[src/rtl/mem_access_ctrl_pkg.sv]
// rtl/mem_access_ctrl_pkg.sv - shared processor constants: memory opcodes and controller states
package mem_access_ctrl_pkg;

    localparam logic [4:0] OP_SW = 5'b00111;
    localparam logic [4:0] OP_LW = 5'b01000;

    typedef enum logic [1:0] {
        ST_IDLE   = 2'd0,
        ST_ACCESS = 2'd1,
        ST_DONE   = 2'd2,
        ST_ERR    = 2'd3
    } state_t;

    function automatic logic is_mem_op(input logic [4:0] opcode);
        return (opcode == OP_LW) || (opcode == OP_SW);
    endfunction

endpackage

[src/rtl/cycle_counter.sv]
// rtl/cycle_counter.sv - clearable up-counter flagging its TERMINAL-th counted cycle
module cycle_counter #(
    parameter int TERMINAL = 16,
    parameter int W        = $clog2(TERMINAL + 1)
) (
    input  logic clock,
    input  logic reset,
    input  logic clear,
    input  logic enable,
    output logic tc
);

    localparam logic [W-1:0] LAST = W'(TERMINAL - 1);

    logic [W-1:0] count;

    always_ff @(posedge clock or posedge reset) begin
        if (reset)       count <= '0;
        else if (clear)  count <= '0;
        else if (enable) count <= count + 1'b1;
    end

    // count is 0 in the first enabled cycle, so LAST marks the TERMINAL-th one
    assign tc = enable && (count == LAST);

endmodule

[src/rtl/dflipflop.sv]
// rtl/dflipflop.sv - single-bit D flip-flop with asynchronous active-high reset
module dflipflop (
    input  logic clock,
    input  logic reset,
    input  logic d,
    output logic q
);

    always_ff @(posedge clock or posedge reset) begin
        if (reset) q <= 1'b0;
        else       q <= d;
    end

endmodule

[src/rtl/register.sv]
// rtl/register.sv - enabled multi-bit register with asynchronous active-high reset
module register #(
    parameter int WIDTH = 32
) (
    input  logic             clock,
    input  logic             reset,
    input  logic             en,
    input  logic [WIDTH-1:0] d,
    output logic [WIDTH-1:0] q
);

    always_ff @(posedge clock or posedge reset) begin
        if (reset)   q <= '0;
        else if (en) q <= d;
    end

endmodule

[src/rtl/mem_access_ctrl.sv]
// rtl/mem_access_ctrl.sv - M-stage data-memory access controller with stall and timeout
module mem_access_ctrl
    import mem_access_ctrl_pkg::*;
#(
    parameter int TIMEOUT = 16,
    parameter int ADDR_W  = 12
) (
    input  logic              clock,
    input  logic              reset,
    input  logic [31:0]       ir_in,
    input  logic [31:0]       o_in,
    input  logic [31:0]       b_in,
    output logic              dmem_req,
    output logic              dmem_we,
    output logic [ADDR_W-1:0] dmem_addr,
    output logic [31:0]       dmem_wdata,
    input  logic              dmem_ack,
    input  logic [31:0]       dmem_rdata,
    output logic              stall_out,
    output logic [31:0]       wb_data,
    output logic              mem_error
);

    state_t            state;
    logic [4:0]        opcode;
    logic              mem_op;
    logic              ir_is_lw;
    logic              in_access;
    logic              timeout_tc;
    logic              lw_q;
    logic [ADDR_W-1:0] addr_q;
    logic [31:0]       wdata_q;
    logic              ack_hit;
    logic              timeout_hit;
    logic              rdata_en;
    logic [31:0]       rdata_d;
    logic [31:0]       rdata_q;
    logic              unused_ir;

    assign opcode    = ir_in[31:27];
    assign mem_op    = is_mem_op(opcode);
    assign ir_is_lw  = (opcode == OP_LW);
    assign in_access = (state == ST_ACCESS);
    assign unused_ir = ^ir_in[26:0];

    cycle_counter #(
        .TERMINAL(TIMEOUT)
    ) u_timeout (
        .clock (clock),
        .reset (reset),
        .clear (!in_access),
        .enable(in_access),
        .tc    (timeout_tc)
    );

    // ack has priority over the terminal count on the same edge
    assign ack_hit     = in_access && dmem_ack;
    assign timeout_hit = in_access && !dmem_ack && timeout_tc;

    always_ff @(posedge clock or posedge reset) begin
        if (reset) begin
            state    <= ST_IDLE;
            dmem_req <= 1'b0;
            dmem_we  <= 1'b0;
            lw_q     <= 1'b0;
            addr_q   <= '0;
            wdata_q  <= '0;
        end else begin
            case (state)
                ST_IDLE: begin
                    if (mem_op) begin
                        state    <= ST_ACCESS;
                        dmem_req <= 1'b1;
                        dmem_we  <= (opcode == OP_SW);
                        lw_q     <= ir_is_lw;
                        addr_q   <= o_in[ADDR_W-1:0];
                        wdata_q  <= b_in;
                    end
                end
                ST_ACCESS: begin
                    if (dmem_ack) begin
                        state    <= ST_DONE;
                        dmem_req <= 1'b0;
                        dmem_we  <= 1'b0;
                    end else if (timeout_tc) begin
                        state    <= ST_ERR;
                        dmem_req <= 1'b0;
                        dmem_we  <= 1'b0;
                    end
                end
                ST_DONE: state <= ST_IDLE;
                ST_ERR:  state <= ST_IDLE;
                default: begin
                    state    <= ST_IDLE;
                    dmem_req <= 1'b0;
                    dmem_we  <= 1'b0;
                end
            endcase
        end
    end

    // a timeout flushes the load result to zero
    assign rdata_en = (ack_hit && lw_q) || timeout_hit;
    assign rdata_d  = timeout_hit ? 32'h0 : dmem_rdata;

    register #(
        .WIDTH(32)
    ) u_rdata (
        .clock(clock),
        .reset(reset),
        .en   (rdata_en),
        .d    (rdata_d),
        .q    (rdata_q)
    );

    dflipflop u_mem_error (
        .clock(clock),
        .reset(reset),
        .d    (mem_error || timeout_hit),
        .q    (mem_error)
    );

    // address and data come from the captured copy while the access is in flight
    assign dmem_addr  = in_access ? addr_q  : o_in[ADDR_W-1:0];
    assign dmem_wdata = in_access ? wdata_q : b_in;

    assign stall_out = ((state == ST_IDLE) && mem_op) || in_access;
    assign wb_data   = ir_is_lw ? rdata_q : o_in;

endmodule

[config.mk]
export PLATFORM = sky130hd
export DESIGN_NAME = mem_access_ctrl
export DESIGN_NICKNAME = d
export VERILOG_FILES = /design/src/rtl/mem_access_ctrl_pkg.sv /design/src/rtl/cycle_counter.sv /design/src/rtl/dflipflop.sv /design/src/rtl/register.sv /design/src/rtl/mem_access_ctrl.sv
export SDC_FILE = /design/constraint.sdc
export NUM_CORES = 1
export LEC_CHECK = 0
export CORE_UTILIZATION = 30
export CTS_CLUSTER_DIAMETER = 40
export DETAILED_ROUTE_END_ITERATION = 8
export PLACE_DENSITY = 0.7
export SLEW_MARGIN = 15
export SYNTH_ARGS = -nofsm -noshare
export SYNTH_HDL_FRONTEND = slang
export SYNTH_SLANG_ARGS = --single-unit
[constraint.sdc]
create_clock -name clock -period 3.58 [get_ports clock]
set_clock_uncertainty 0.1 [all_clocks]
set_input_delay 0.358 -clock clock [delete_from_list [all_inputs] [get_ports clock]]
set_output_delay 0.358 -clock clock [all_outputs]
set_load 0.02 [all_outputs]
==> impl_metrics.env, run 1 <==
export IMPL_finalHoldViolations=0
export IMPL_wire_per_inst_um=15.2
export IMPL_maxSlewViolCount=0
export IMPL_start_util_pct=31.0
export IMPL_synth_top_cell_by_area="dfrtp_1"
export IMPL_p_total_mw=3.19
export IMPL_yosysMostFrequentCell="dfrtp_1"
export IMPL_postCtsHoldBufs=0
export IMPL_hpwl_um=7980
export IMPL_drt_total_wl_um=11100
export IMPL_cp_required_ns=3.12
export IMPL_grt_pass1_vias=3647
export IMPL_area_growth_pct=50.7
export IMPL_cts_path_max_buffers=2
export IMPL_maxCapViolations=0
export IMPL_grt_overflow=0
export IMPL_setup_viol=0
export IMPL_status="complete, no violations"
export IMPL_worstPathMaxFanout=19
export IMPL_synthTopCellsByCount="dfrtp_1, mux2_2, nand2_1"
export IMPL_ctsRootBufferMaster="clkbuf_16"
export IMPL_crit_chain="clkdlybuf4s50_1, or4b_4, nor2_8, buf_12, mux2_2, clkdlybuf4s50_1"
export IMPL_syn_inst=367
export IMPL_min_period_ns=3.30
export IMPL_netlist_area_sq_mm=0.00452
export IMPL_yosys_area_top_type_share_pct=48.2
export IMPL_max_freq_ghz=0.303
export IMPL_synth_warning_count=0
export IMPL_antenna_found_initial=0
export IMPL_hold_path_class="reg2reg"
export IMPL_synth_edff_count=0
export IMPL_die_area_sq_mm=0.0156
export IMPL_viasPerCell=4.72
export IMPL_track_usage_pct=14.8
export IMPL_syn_avg_cell_area_sq_um=12.3
export IMPL_critPathKind="in2out"
export IMPL_final_nets=679
export IMPL_vias=3471
export IMPL_grt_pass1_wl_um=18400
export IMPL_ys_seq_elements=87
export IMPL_setup_tns_ns=0
export IMPL_clock_sinks=87
export IMPL_dp_cells=719
export IMPL_gp_congestion=0.751
export IMPL_chipWidth_um=125
export IMPL_period_share_pct=92.2
export IMPL_instances_no_fill=735
export IMPL_die_h_um=125
export IMPL_drc=0
export IMPL_rsz0062_at_grt="false"
export IMPL_path_clk_slew_ns=0.06
export IMPL_cp_common_cell="clkdlybuf4s50_1"
export IMPL_drtIter0Drc=76
export IMPL_cellLeakagePower_nw=2.88
export IMPL_drive_above_1_share_pct=25.8
export IMPL_ys_seq_area_share_pct=48.2
export IMPL_cts_tree="yes"
export IMPL_numPortBuffers=183
export IMPL_powerDensity_mw_per_mm2=468
export IMPL_synth_area_leaders="dfrtp_1, mux2_2, mux2_4"
export IMPL_grt_start_max_net_pins=88
export IMPL_slew_headroom_pct=48.1
export IMPL_netlist_cell_type_count=34
export IMPL_crit_arrival_ns=2.84
export IMPL_ir_drop_mv=0.242
export IMPL_row_count=44
export IMPL_worst_pin_slew_ns=0.778
export IMPL_ant_nets=0
export IMPL_crit_slowest_cell="or4b_4"
export IMPL_coreArea_sq_mm=0.0146
export IMPL_cts_setup_buffers=0
export IMPL_io_pins=211
export IMPL_postSynth_asyncResetShare_pct=100
export IMPL_n_antenna_cell=0
export IMPL_first_pass_iters=4
export IMPL_ys_flop_type="dfrtp_1"
export IMPL_critPathMaxStageDelay_ns=0.61
export IMPL_syn_num_nets=500
export IMPL_cts_resized_gates=0
export IMPL_endpoint_kind="output pin"
export IMPL_cts_buffers=9
export IMPL_cp_start_kind="primary input"
export IMPL_worstSkewPairLatency_ns=0.34
export IMPL_cts_htree_levels=3
export IMPL_r2r_slack_ns=1.50
## worst max-delay path: cells and delay by family
kind                   cells  cell delay (ns)
buffers and inverters      3             1.25
multiplexers               1             0.35
AND/OR/NAND/NOR            2             0.87
## final timing paths
path,start,to,cells after the start
min,u_mem_error.q,u_mem_error.q,1
min in group asynchronous,reset,wdata_q[20],2
max reg2reg,state[1],u_mem_error.q,5
max,ir_in[29],wb_data[31],6
max in group asynchronous,reset,u_rdata.q[13],2
min reg2reg,u_mem_error.q,u_mem_error.q,1
## registers in the layout (all words and copies together) (netlist names)
register         count
addr_q              12
dmem_req             1
dmem_we              1
lw_q                 1
state                2
u_mem_error.q        1
u_rdata.q           32
u_timeout.count      5
wdata_q             32
## layer usage
layer,vias up,global-route usage (%),wire length [um]
met2,116,25.2,5600
met3,11,4.60,730
li1,1640,-,-
met4,0,5.10,153
met1,1704,17.6,4660
met5,-,0,0
## through the flow
stage / area, sq um / util [%] / setup slack [ns] / hold slack [ns]
finish: 6810 / 46.7 / 0.278 / 0.368
global route: 6810 / 46.7 / 0.237 / 0.400
floorplan: 4520 / - / 0.872 / 0.333
global placement: 6510 / 44.6 / 0.318 / 0.344
CTS: 6810 / 46.7 / 0.260 / 0.375
detailed placement: 6510 / 44.6 / 0.263 / 0.362
## area by class of cell
class | count | area [sq um]
fillers | 1333 | 7780
flip-flops and latches | 87 | 2180
multi-input cells | 254 | 2160
repair buffers | 191 | 1930
clock buffers | 13 | 250
well taps | 184 | 230
clock inverters | 3 | 42.5
inverters | 3 | 16.3
## layout by cell type, fill, tap and decap left out, types with 2 or more instances in the layout
master / instances
buf_12: 3
nor2_1: 8
clkbuf_1: 3
dfrtp_1: 87
nand2_1: 66
clkdlybuf4s50_1: 183
nand4b_1: 2
mux2_4: 30
o21ai_0: 4
mux2_2: 81
ha_1: 2
mux2_1: 9
inv_1: 2
a21oi_1: 33
clkbuf_16: 9
buf_4: 5
## kinds of logic (layout without fill, tap and decap cells)
logic type	after synthesis	after routing	share of synthesized area [%]
AOI/OAI and AO/OA	41	41	4.96
buffers and inverters	26	210	4.13
muxes	120	120	32.4
xor gates and xnor gates	2	2	0.388
adders and majority gates	2	2	0.554
DFF	87	87	48.2
and+or+nand+nor	89	89	9.39
## where the power goes
part	switching (mW)	leakage, nW	internal (mW)	total [mW]
logic	0.338	1.66	0.496	0.834
registers	0.144	1.08	1.27	1.42
clock network	0.377	0.140	0.560	0.937
total	0.859	2.88	2.33	3.19
Note: power is estimated with default switching activity, not from simulation.
==> inputs of run 2 (changes only) <==
- CORE_ASPECT_RATIO: not set -> 1.75
==> impl_metrics.env, run 2 (synthesis results as in run 1) <==
export IMPL_antenna_found_initial=0
export IMPL_grt_start_max_net_pins=51
export IMPL_maxSlewViolCount=0
export IMPL_viasPerCell=4.75
export IMPL_status="complete, no violations"
export IMPL_final_common_cell="clkdlybuf4s50_1"
export IMPL_coreArea_sq_mm=0.0148
export IMPL_p_comb_share_pct=25.2
export IMPL_p_int_mw=2.49
export IMPL_cp_required_ns=3.12
export IMPL_io_pins=211
export IMPL_setup_viol=0
export IMPL_drive_above_1_share_pct=26.4
export IMPL_min_period_ns=3.27
export IMPL_r2r_slack_ns=1.46
export IMPL_crit_arrival_ns=2.82
export IMPL_largest_registers="u_rdata.q: 32 flops, wdata_q: 32 flops, addr_q: 12 flops"
export IMPL_nFillCells=1353
export IMPL_gp_congestion=0.782
export IMPL_drtIter0Drc=92
export IMPL_n_antenna_cell=0
export IMPL_maxCapViolations=0
export IMPL_multi_input_area_sq_mm=0.00216
export IMPL_numPortBuffers=183
export IMPL_ant_nets=0
export IMPL_setup_tns_ns=0
export IMPL_cts_path_max_buffers=2
export IMPL_cp_start_kind="primary input"
export IMPL_ff_latch_area_sq_mm=0.00218
export IMPL_drt_total_wl_um=11500
export IMPL_first_pass_iters=6
export IMPL_dp_slack_ns=0.304
export IMPL_clock_sinks=87
export IMPL_grt_overflow=0
export IMPL_ctsRootBufferMaster="clkbuf_16"
export IMPL_cts_buffers=9
export IMPL_area_growth_pct=52.0
export IMPL_endpoint_kind="output pin"
export IMPL_postCtsHoldBufs=0
export IMPL_worstPathMaxFanout=11
export IMPL_cellLeakagePower_nw=2.92
export IMPL_seq_power_share_pct=42.6
export IMPL_hold_path_class="reg2reg"
export IMPL_slew_headroom_pct=39.5
export IMPL_whs_endpoint="u_timeout.count[0]"
export IMPL_hold_depth=1
export IMPL_path_clk_slew_ns=0.06
export IMPL_ir_drop_mv=0.230
export IMPL_row_count=59
export IMPL_track_usage_pct=15.2
export IMPL_finalHoldViolations=0
export IMPL_cts_tree="yes"
export IMPL_vias=3495
export IMPL_cts_resized_gates=0
export IMPL_hpwl_um=8560
export IMPL_power_share_clock_pct=32.2
export IMPL_grt_pass1_vias=3698
export IMPL_worstReg2RegStart="state[1]"
export IMPL_die_h_um=164
export IMPL_grt_pass1_wl_um=18000
export IMPL_cts_htree_levels=3
export IMPL_switching_share_pct=25.5
export IMPL_chipWidth_um=94.8
export IMPL_max_freq_ghz=0.305
export IMPL_start_util_pct=30.6
export IMPL_r2r_cells=5
export IMPL_r2r_end="u_mem_error.q"
export IMPL_min_delay_start="u_timeout.count[0]"
export IMPL_cts_setup_buffers=0
export IMPL_die_area_sq_mm=0.0156
export IMPL_wire_per_inst_um=15.7
export IMPL_switchingPower_mw=0.853
export IMPL_fin_ws_ns=0.305
export IMPL_critPathKind="in2out"
export IMPL_drc=0
export IMPL_period_share_pct=91.5
export IMPL_powerDensity_mw_per_mm2=486
export IMPL_rsz0062_at_grt="false"
export IMPL_worstSkewPairLatency_ns=0.33
export IMPL_final_nets=682
export IMPL_worst_pin_slew_ns=0.906
export IMPL_most_common_layout_cells="clkdlybuf4s50_1, dfrtp_1, mux2_2"
==> run 2: layout make-up <==
cell class	count	share of cell area, %
clock buffers	12	3.73
clock inverters	3	1.31
inverters	3	0.182
multi-input cells	254	31.5
flip-flops and latches	87	31.7
well taps	183	3.33
repair buffers	194	28.2
==> run 2: worst max-delay path, cell delays in order <==
cell             delay (ns)
clkdlybuf4s50_1        0.48
or4b_4                 0.61
nor2_8                 0.27
buf_4                  0.23
mux2_4                 0.30
clkdlybuf4s50_1        0.55
==> run 2: worst max-delay path by stage <==
stage | slack [ns] | to | cells past startpoint | start
final | 0.31 | wb_data[28] | 6 | ir_in[29]
after global routing | 0.23 | wb_data[28] | 6 | ir_in[29]
after CTS | 0.29 | wb_data[28] | 6 | ir_in[29]
after detailed placement | 0.30 | wb_data[28] | 6 | ir_in[29]
after global placement | 0.33 | wb_data[10] | 6 | ir_in[29]
after floorplan | 0.87 | addr_q[0] | 1 | reset
==> run 2: per-stage QoR <==
step / area, sq um / util [%] / cells / hold slack, ns / power, mW
6_report: 6870 / 46.5 / 736 / 0.360 / 3.34
5_1_grt: 6870 / 46.5 / 736 / 0.403 / 3.53
4_1_cts: 6870 / 46.5 / 736 / 0.361 / 3.39
3_5_place_dp: 6520 / 44.2 / 721 / 0.353 / 2.29
3_3_place_gp: 6520 / 44.2 / 721 / 0.346 / 2.25
2_1_floorplan: 4520 / - / 367 / 0.333 / 1.92
==> run 2: metal layers <==
metal,vias to the layer above,track usage (%),routed length [um]
li1,1641,-,-
met1,1725,16.0,4260
met2,120,28.5,6340
met3,9,4.12,791
met4,0,4.82,140
met5,-,0,0
==> run 2: power by group through the flow <==
stage	Clock, mW	Sequential [mW]	Combinational, mW
floorplan	0	1.40	0.520
global placement	0	1.42	0.828
detailed placement	0	1.44	0.852
CTS	1.11	1.42	0.856
global route	1.15	1.46	0.920
finish	1.08	1.42	0.840
==> inputs of run 3 (changes only) <==
- CTS_BUF_LIST: not set -> sky130_fd_sc_hd__clkbuf_8 sky130_fd_sc_hd__clkbuf_16
- TNS_END_PERCENT: not set -> 100
==> impl_metrics.env, run 3 (synthesis results as in run 1) <==
export IMPL_path_clk_slew_ns=0.06
export IMPL_crit_end="wb_data[28]"
export IMPL_critPathKind="in2out"
export IMPL_cp_required_ns=3.12
export IMPL_r2r_slack_ns=1.47
export IMPL_most_common_layout_cells="clkdlybuf4s50_1, dfrtp_1, mux2_2"
export IMPL_wire_per_inst_um=15.7
export IMPL_status="complete, no violations"
export IMPL_r2r_cells=5
export IMPL_ir_drop_mv=0.230
export IMPL_viasPerCell=4.75
export IMPL_maxSlewViolCount=0
export IMPL_cts_path_max_buffers=2
export IMPL_nFillCells=1353
export IMPL_clock_sinks=87
export IMPL_min_period_ns=3.27
export IMPL_p_total_mw=3.34
export IMPL_start_util_pct=30.6
export IMPL_setup_tns_ns=0
export IMPL_finalHoldViolations=0
export IMPL_cts_setup_buffers=0
export IMPL_worst_pin_slew_ns=0.906
export IMPL_period_share_pct=91.5
export IMPL_gp_congestion=0.782
export IMPL_area_growth_pct=52.0
export IMPL_cp_depth=6
export IMPL_powerDensity_mw_per_mm2=486
export IMPL_grt_start_max_net_pins=51
export IMPL_max_freq_ghz=0.305
export IMPL_crit_chain="clkdlybuf4s50_1, or4b_4, nor2_8, buf_4, mux2_4, clkdlybuf4s50_1"
export IMPL_min_delay_start="u_timeout.count[0]"
export IMPL_final_common_cell="clkdlybuf4s50_1"
export IMPL_final_nets=682
export IMPL_crit_arrival_ns=2.82
export IMPL_slew_headroom_pct=39.5
export IMPL_ant_nets=0
export IMPL_drc=0
export IMPL_die_area_sq_mm=0.0156
export IMPL_drive_above_1_share_pct=26.4
export IMPL_cts_buffers=9
export IMPL_r2r_end="u_mem_error.q"
export IMPL_antenna_found_initial=0
export IMPL_rsz0062_at_grt="false"
export IMPL_worstReg2RegStart="state[1]"
export IMPL_hold_slack_ns=0.360
export IMPL_grt_overflow=0
export IMPL_dp_slack_ns=0.304
export IMPL_coreArea_sq_mm=0.0148
export IMPL_largest_registers="u_rdata.q: 32 flops, wdata_q: 32 flops, addr_q: 12 flops"
export IMPL_cts_htree_levels=3
export IMPL_cts_resized_gates=0
export IMPL_setup_viol=0
export IMPL_die_h_um=164
export IMPL_first_pass_iters=6
export IMPL_drt_total_wl_um=11500
export IMPL_vias=3497
export IMPL_chipWidth_um=94.8
export IMPL_critPathBufInv=3
export IMPL_drtIter0Drc=93
export IMPL_critPathMaxStageDelay_ns=0.61
export IMPL_row_count=59
export IMPL_n_antenna_cell=0
export IMPL_grt_pass1_wl_um=18000
export IMPL_track_usage_pct=15.2
export IMPL_fin_ws_ns=0.305
export IMPL_worstSkewPairLatency_ns=0.33
export IMPL_postCtsHoldBufs=0
export IMPL_hold_path_class="reg2reg"
export IMPL_io_pins=211
export IMPL_grt_pass1_vias=3698
export IMPL_maxCapViolations=0
export IMPL_endpoint_kind="output pin"
export IMPL_worstPathMaxFanout=11
export IMPL_crit_family="buffers and inverters"
export IMPL_cp_start_kind="primary input"
export IMPL_crit_slowest_cell="or4b_4"
export IMPL_cellLeakagePower_nw=2.92
export IMPL_worstSetupStartpoint="ir_in[29]"
export IMPL_numPortBuffers=183
export IMPL_cts_tree="yes"
export IMPL_cp_common_cell="clkdlybuf4s50_1"
export IMPL_hpwl_um=8560
export IMPL_ctsRootBufferMaster="clkbuf_16"
-- run 3: final cells by class --
| type | instances | area [sq um] | share of cell area, % |
|---|---|---|---|
| Inverter | 3 | 12.5 | 0.182 |
| Sequential cell | 87 | 2180 | 31.7 |
| Clock buffer | 11 | 253 | 3.68 |
| Multi-Input combinational cell | 254 | 2160 | 31.5 |
| Timing Repair Buffer | 194 | 1940 | 28.2 |
| Clock inverter | 4 | 93.8 | 1.37 |
| Tap cell | 183 | 229 | 3.33 |
-- run 3: where the power goes --
part           switching (mW)  internal (mW)  total, mW
sequential              0.149           1.27       1.42
clock                   0.360          0.714       1.07
combinational           0.344          0.496      0.840
total                   0.853           2.48       3.34
-- run 3: layer usage --
metal / vias up / global-route usage (%) / part of all wire, %
met5: - / 0 / 0
met4: 0 / 4.82 / 1.2
met2: 120 / 28.5 / 55
met1: 1727 / 16.0 / 37
li1: 1641 / - / -
met3: 9 / 4.12 / 6.7
-- run 3: worst register-to-register path: stages, from the launching register on --
cell,delay [ns]
dfrtp_1,0.44
nand2b_2,0.37
buf_12,0.29
nor3b_4,0.32
buf_4,0.36
or2_2,0.18
-- run 3: worst min-delay path by stage --
stage,depth (start not counted),end
detailed placement,1,u_timeout.count[0]
CTS,1,u_timeout.count[0]
global placement,1,u_timeout.count[0]
floorplan,1,u_timeout.count[0]
global route,1,wdata_q[3]
finish,1,u_timeout.count[0]
-- run 3: through the flow --
| stage | area, sq um | utilization (%) | instances |
|---|---|---|---|
| 5_1_grt | 6870 | 46.5 | 736 |
| 3_5_place_dp | 6520 | 44.2 | 721 |
| 3_3_place_gp | 6520 | 44.2 | 721 |
| 4_1_cts | 6870 | 46.5 | 736 |
| 2_1_floorplan | 4520 | - | 367 |
| 6_report | 6870 | 46.5 | 736 |
